File: src/rtl/fetch_pkg.sv
// Shared types and default constants for the instruction fetch unit.
package fetch_pkg;

   localparam int unsigned WIDTH_DEF      = 32;
   localparam int unsigned PC_STEP_DEF    = 1;
   localparam int unsigned INT_VECTOR_DEF = 35;

   // REQ: request outstanding to instruction memory; HOLD: word held for decode.
   typedef enum logic {
      REQ  = 1'b0,
      HOLD = 1'b1
   } fetch_state_t;

endpackage

File: src/rtl/next_pc_select.sv
// Next-PC priority mux (interrupt > redirect > sequential > hold) plus the
// return-address selection used when an interrupt is taken.
module next_pc_select
   import fetch_pkg::*;
#(
   parameter int unsigned WIDTH      = WIDTH_DEF,
   parameter int unsigned PC_STEP    = PC_STEP_DEF,
   parameter int unsigned INT_VECTOR = INT_VECTOR_DEF
) (
   input  logic [WIDTH-1:0] pc,
   input  logic             apply,
   input  logic             advance,
   input  logic             int_any,
   input  logic             redir_any,
   input  logic [WIDTH-1:0] target,
   output logic [WIDTH-1:0] next_pc,
   output logic [WIDTH-1:0] epc_next
);

   // Select the value the PC register loads; events only act on apply cycles.
   always_comb begin
      next_pc  = pc;
      epc_next = redir_any ? target : pc;
      if (apply) begin
         if (int_any) begin
            next_pc = WIDTH'(INT_VECTOR);
         end else if (redir_any) begin
            next_pc = target;
         end else if (advance) begin
            next_pc = pc + WIDTH'(PC_STEP);
         end
      end
   end

endmodule

File: src/rtl/instruction_fetch.sv
// Instruction fetch: req/ack read of imem at programCounter, holds the word
// until decode accepts it, and applies redirects and a vectored interrupt.
module instruction_fetch
   import fetch_pkg::*;
#(
   parameter int unsigned PC_STEP    = PC_STEP_DEF,
   parameter int unsigned INT_VECTOR = INT_VECTOR_DEF,
   parameter int unsigned WIDTH      = WIDTH_DEF
) (
   input  logic             clock,
   input  logic             reset,
   input  logic [WIDTH-1:0] programCounter,
   output logic [WIDTH-1:0] address,
   output logic             imem_req,
   output logic [WIDTH-1:0] imem_addr,
   input  logic             imem_ack,
   input  logic [WIDTH-1:0] imem_data,
   output logic [WIDTH-1:0] instr,
   output logic             instr_valid,
   input  logic             instr_ready,
   input  logic             redirect_valid,
   input  logic [WIDTH-1:0] redirect_target,
   input  logic             interrupt,
   output logic [WIDTH-1:0] epc
);

   fetch_state_t     state, state_next;
   logic             req_live;
   logic             pend_redir, pend_int, int_prev;
   logic [WIDTH-1:0] pend_target;
   logic [WIDTH-1:0] epc_next;
   logic             int_rise, int_any, redir_any, event_any;
   logic [WIDTH-1:0] target_eff;
   logic             ack_ok, apply, advance, load_instr, take_event;

   // req_live keeps the request low for one cycle after reset so a stale
   // ack from an abandoned request cannot be mistaken for a new completion.
   assign imem_req  = (state == REQ) && req_live;
   assign imem_addr = programCounter;

   // Pending events merged with same-cycle arrivals; newest redirect wins.
   always_comb begin
      int_rise   = interrupt & ~int_prev;
      int_any    = pend_int | int_rise;
      redir_any  = pend_redir | redirect_valid;
      target_eff = redirect_valid ? redirect_target : pend_target;
      event_any  = int_any | redir_any;
      ack_ok     = imem_req & imem_ack;
      apply      = ack_ok | (state == HOLD);
      advance    = (state == HOLD) & instr_ready;
   end

   next_pc_select #(
      .WIDTH      (WIDTH),
      .PC_STEP    (PC_STEP),
      .INT_VECTOR (INT_VECTOR)
   ) u_next_pc (
      .pc        (programCounter),
      .apply     (apply),
      .advance   (advance),
      .int_any   (int_any),
      .redir_any (redir_any),
      .target    (target_eff),
      .next_pc   (address),
      .epc_next  (epc_next)
   );

   // Next-state logic: capture data on a clean ack, squash on any event.
   always_comb begin
      state_next = state;
      load_instr = 1'b0;
      take_event = 1'b0;
      case (state)
         REQ: begin
            if (ack_ok) begin
               if (event_any) begin
                  take_event = 1'b1;
               end else begin
                  load_instr = 1'b1;
                  state_next = HOLD;
               end
            end
         end
         HOLD: begin
            if (event_any) begin
               take_event = 1'b1;
               state_next = REQ;
            end else if (instr_ready) begin
               state_next = REQ;
            end
         end
         default: state_next = REQ;
      endcase
   end

   // State, held instruction and return address registers.
   always_ff @(posedge clock or negedge reset) begin
      if (!reset) begin
         state       <= REQ;
         req_live    <= 1'b0;
         instr       <= '0;
         instr_valid <= 1'b0;
         epc         <= '0;
      end else begin
         state       <= state_next;
         req_live    <= 1'b1;
         instr_valid <= (state_next == HOLD);
         if (load_instr) begin
            instr <= imem_data;
         end
         if (take_event && int_any) begin
            epc <= epc_next;
         end
      end
   end

   // Event capture; applying an event consumes both pending flags.
   always_ff @(posedge clock or negedge reset) begin
      if (!reset) begin
         pend_redir  <= 1'b0;
         pend_int    <= 1'b0;
         pend_target <= '0;
         int_prev    <= 1'b0;
      end else begin
         int_prev <= interrupt;
         if (take_event) begin
            pend_redir <= 1'b0;
            pend_int   <= 1'b0;
         end else begin
            if (redirect_valid) begin
               pend_redir  <= 1'b1;
               pend_target <= redirect_target;
            end
            if (int_rise) begin
               pend_int <= 1'b1;
            end
         end
      end
   end

endmodule
File: config.mk
export PLATFORM = sky130hd
export DESIGN_NAME = instruction_fetch
export DESIGN_NICKNAME = d
export VERILOG_FILES = /design/src/rtl/fetch_pkg.sv /design/src/rtl/next_pc_select.sv /design/src/rtl/instruction_fetch.sv
export SDC_FILE = /design/constraint.sdc
export NUM_CORES = 1
export LEC_CHECK = 0
export BUFFER_PORTS_ARGS = -buffer_cell sky130_fd_sc_hd__buf_4
export CAP_MARGIN = 20
export CORE_UTILIZATION = 38
export DETAILED_ROUTE_END_ITERATION = 6
export MAX_ROUTING_LAYER = met4
export PLACE_DENSITY = 0.75
export SYNTH_ARGS = -nofsm -noshare
export SYNTH_HDL_FRONTEND = slang
export SYNTH_SLANG_ARGS = --single-unit
File: constraint.sdc
create_clock -name clock -period 2.3 [get_ports clock]
set_input_delay 0.23 -clock clock [delete_from_list [all_inputs] [get_ports clock]]
set_output_delay 0.23 -clock clock [all_outputs]
set_load 0.005 [all_outputs]
==> Word-level counts from Yosys, hierarchy flattened <==
Cells that the tools add are included.
{ "word_totals": {"register_bits": 101, "latchBits": 0, "ramBits": 0, "mem_bits_ro": 0, "input_bits": 102, "out_inout_bits": 130, "wordCells": 41, "n_memories": 0} }
{ "op_classes": {"add_sub_neg": 1, "multipliers": 0, "div_mod_pow": 0, "magnitude_cmp": 0, "eq_ne": 0, "shift": 0, "mux": 19, "bitwise_logic": 9, "reduce_logical": 4} }
{ "op_table": {"columns": ["op", "count"], "rows": [
  ["$mux 32", 6],
  ["$add 32x1->32 const B", 1],
  ["$mux 1", 11],
  ["$or 1x1->1", 4],
  ["$pmux 1 s2", 2],
  ["$reduce_bool 2->1", 2],
  ["$and 1x1->1", 3],
  ["$logic_and 1x1->1", 2],
  ["$not 1->1", 2]
]} }

==> Longest topological paths before layout <==
{ "depth": {"ltp_word": 8, "depth_mapped": 7, "depth_no_buf": 6} }

==> Modules after synthesis <==
A second synthesis with hierarchy kept.
{ "unflattened": {"cells_unflattened": 558, "hier_area_um2": 6049.6} }
{ "by_module_without_submodules": {"columns": ["module", "instances", "cells_each", "area_per_inst_um2", "seq_area_each_um2"], "rows": [
  ["instruction_fetch", 1, 292, 4415.5, 2527.4],
  ["next_pc_select", 1, 266, 1634.1, 0.0]
]} }

==> Least setup slack after synthesis <==
No wires, ideal clock.
{ "synth_path": {"path_type": "register to output", "start": "register state", "end": "output port address[15]", "t_arrival_ns": 1.534, "required_time_ns": 2.070, "setup_slack_ns": 0.536, "stages_incl_launch_ff": 7, "path_buffers": 2, "path_cell_list": "dfrtp_1 a21o_1 buf_2 nand4_1 clkbuf_1 nand2_1 a31o_2"} }
{ "synth_between": {"elab_chain_len": 5, "elab_cells_between_ends": 9} }
{ "synth_lines": {"columns": ["element", "line_no", "text"], "rows": [
  ["start, declared", "instruction_fetch.sv:27", "fetch_state_t state, state_next;"],
  ["start signal, assigned", "instruction_fetch.sv:105", "state <= state_next;"],
  ["$and 1x1->1 / $not 1->1 (equally long branches)", null, null],
  ["$mux 32 / $logic_and 1x1->1 (equally long branches)", "next_pc_select.sv:29, instruction_fetch.sv:38", null],
  ["$mux 32 / $and 1x1->1 (equally long branches)", "next_pc_select.sv:27, instruction_fetch.sv:48", null],
  ["$mux 32 / $or 1x1->1 (equally long branches)", "next_pc_select.sv:25, instruction_fetch.sv:49", null],
  ["$mux 32 (*)", "next_pc_select.sv:24", "if (apply) begin"],
  ["end, declared", "instruction_fetch.sv:13", "output logic [WIDTH-1:0] address,"]
]} }
Mark *: on every way between the ends. The rest lies on a longest branch, timed or not.

==> Worst setup path in the final report <==
{ "layout_path": {"start": "register state", "end": "output port address[30]"} }
The elaborated chain is that of the path after synthesis.

==> results_dict.tcl <==
set metrics [dict create \
    cp_slowest_cell "dfrtp_2" \
    cts_tree "yes" \
    drv_cap 0 \
    ys.flop_type "dfrtp_1" \
    clock_tree.root_cell "clkbuf_16" \
    worstPathCellList "nand4_1 -> nor3_4 -> nand3_2 -> a2111oi_1 -> o211ai_1 -> buf_4" \
    yosys_register_bits 101 \
    hold_viol_final 0 \
    async_reset_ff_share_pct 100 \
    cts_buffers 9 \
    clkSinkCount 101 \
    via_count 5661 \
    fin_cells 1051 \
    grt_pass1_vias 5561 \
    tightest_slew_ns 0.561 \
    htree_levels 3 \
    slew_violations 0 \
    fin_ws_ns -0.0584 \
    ios 232 \
    synth_top_area_share_pct 42.5 \
    insertion_delay_ns 0.35 \
    drt-initial-drc-count 456 \
    critPathKind "reg -> out" \
    power_density_nw_per_um2 694 \
    dpl.cell_count 1020 \
    synth_edf_count 0 \
    grt_max_degree 63 \
    rsz0062_at_grt "true" \
    critPathCaptureType "output pin" \
    critPathMaxFanout 4 \
    cts.path.max_buffers 2 \
    syn-num-nets 725 \
    area_growth_pct 40.3 \
    setup_viol 1 \
    start_util_pct 39.0 \
    dr.pass1.iters 5 \
    max-slew-margin-rel_pct 62.6 \
    grt_pass1_wl_um 30100 \
    peakVddDrop_v 0.000546 \
    power_mw 5.79 \
    crit_path_max_incr_delay_ns 0.41 \
    seq_area_frac_synth_pct 42.5 \
    worst_ep_required_time_ns 2.07 \
    place_congestion 0.904 \
    dp_hpwl_um 14900 \
    p_leak_nw 3.97 \
    finalCritPeriodShare_pct 103 \
    postSynthAreaPerCell_um2 9.56 \
    grt.overflow.total 0 \
    core_area_um2 15300 \
    rows 45 \
    antenna_found_initial 1 \
    synthTopCellsByArea "dfrtp_1 (42%), mux2_2 (13%), o21ai_0 (5.0%)" \
    yosysWarnings 0 \
    fin_skew_ns 0.00571 \
    cp.arrival_ns 2.13 \
    syn_area_um2 5950 \
    clk_pin_slew_ns 0.07 \
    yosysUniqueCellTypes 61 \
    drive_above_1_share_pct 46.6 \
    wl_per_cell_um 18.9 \
    max_freq_mhz 424 \
    outcome "complete, but fails checks" \
    drcViolationCount 0 \
    dieWidth_um 127 \
    dieArea_um2 16200 \
    die_h_um 127 \
    min_period_ns 2.36 \
    netlist_instances 622 \
    violations "setup timing" \
    hold_class "in -> reg" \
    ant_nets 0 \
    wirelength_um 19900 \
    io_buffers 231 \
    fin_nets 937 \
    worstSetupStartpointType "flop" \
    synth_top_area_cell "dfrtp_1" \
    via_per_inst 5.39 \
    grt_util_all_layers_pct 25.2 \
]
## synthesized netlist by cell type, types with 3 or more instances
cell / n
a211oi_1: 11
a21o_1: 7
a21oi_1: 33
a22oi_1: 3
a31oi_1: 11
a41oi_1: 3
and2_1: 3
and3_1: 8
buf_2: 15
buf_4: 35
clkbuf_1: 18
dfrtp_1: 101
inv_1: 8
mux2_2: 70
mux2i_1: 23
nand2_1: 58
nand2b_1: 3
nand3_1: 11
nand4_1: 9
nand4_2: 3
nor2_1: 63
nor3_1: 4
o21ai_0: 59
o2bb2ai_1: 5
o311ai_1: 4
o31ai_1: 8
## cell families after synthesis
kind of cell | synth area share [%]
DFF | 42.5
AOI/OAI and AO/OA | 17.3
and+or+nand+nor | 15.0
other | 0.0630
buffers and inverters | 7.64
adders and majority gates | 0.210
muxes | 17.3
## cells in the final DEF, fill, tap and decap left out, types with 10 or more instances in the layout
master	count
a21oi_1	32
nand2_1	57
mux2_2	70
buf_4	260
dfrtp_1	99
nor2_1	61
a31oi_1	10
o21ai_0	52
mux2i_1	23
a211oi_1	10
## path summary, 6_finish.rpt
kind                                             start                     endpoint  slack (ns)  depth (start not counted)
worst min-delay path                       instr_ready              state$_DFF_PN0_         0.1                          2
max in group asynchronous                        reset        instr[18]$_DFFE_PN0P_        1.14                          3
worst max register to register  pend_redir$_DFFE_PN0P_         instr[1]$_DFFE_PN0P_        0.29                          7
min in group asynchronous                        reset  pend_target[12]$_DFFE_PN0N_        0.42                          2
worst min register to register     epc[10]$_DFFE_PN0P_          epc[10]$_DFFE_PN0P_        0.48                          2
worst max-delay path                   state$_DFF_PN0_                  address[30]       -0.06                          6
## critical path: cells and delay by family, from the launching register on
family	cells	cell delay (ns)
flip-flops	1	0.41
AND/OR/NAND/NOR	3	0.63
buffers and inverters	1	0.17
AO/OA/AOI/OAI	2	0.57
## state kept, by name, summed over array words and instances, names as in the netlist
signal / cells
pend_redir: 1
state: 1
pend_int: 1
req_live: 1
epc: 32
pend_target: 32
instr: 32
int_prev: 1
## power by group
| part | total [mW] | switching (mW) | internal (mW) |
|---|---|---|---|
| clock network | 1.54 | 0.708 | 0.828 |
| logic | 1.85 | 0.806 | 1.04 |
| registers | 2.41 | 0.227 | 2.18 |
| total | 5.79 | 1.74 | 4.05 |
## cell type report
cell class              count  area [um2]
clock inverters             4        30.0
diodes                      1        2.50
inverters                   8        30.0
repair buffers            272        2120
fillers                  1385        6910
flip-flops and latches    101        2530
clock buffers              12         267
well taps                 211         264
multi-input cells         442        3110
## metal layers
layer / share of wire (%) / up-vias / GRT usage, %
li1: - / 2649 / -
met1: 41 / 2702 / 31.3
met2: 49 / 274 / 41.6
met3: 7.5 / 36 / 4.52
met4: 2.7 / 0 / 8.75
met5: 0 / - / -
## what timing repair did
item,in CTS,in global routing
hold buffers,2,0
buffers inserted,9,6
gates resized for setup,15,26
pin swaps,10,17
hold endpoints to repair,40,0
setup endpoints to repair,26,24
## per-stage QoR
stage | setup slack, ns | instance area, um2 | utilization [%] | setup TNS [ns] | hold slack, ns
CTS | -0.0615 | 8210 | 53.8 | -0.0657 | 0.0810
floorplan | 0.536 | 5950 | - | 0 | -0.0656
global route | -0.0947 | 8350 | 54.7 | -0.282 | 0.101
detailed placement | 0.0438 | 7770 | 50.9 | 0 | 0.253
global placement | 0.0775 | 7770 | 50.9 | 0 | 0.247
finish | -0.0584 | 8350 | 54.7 | -0.0584 | 0.0986
(Power assumes the default switching activity.)
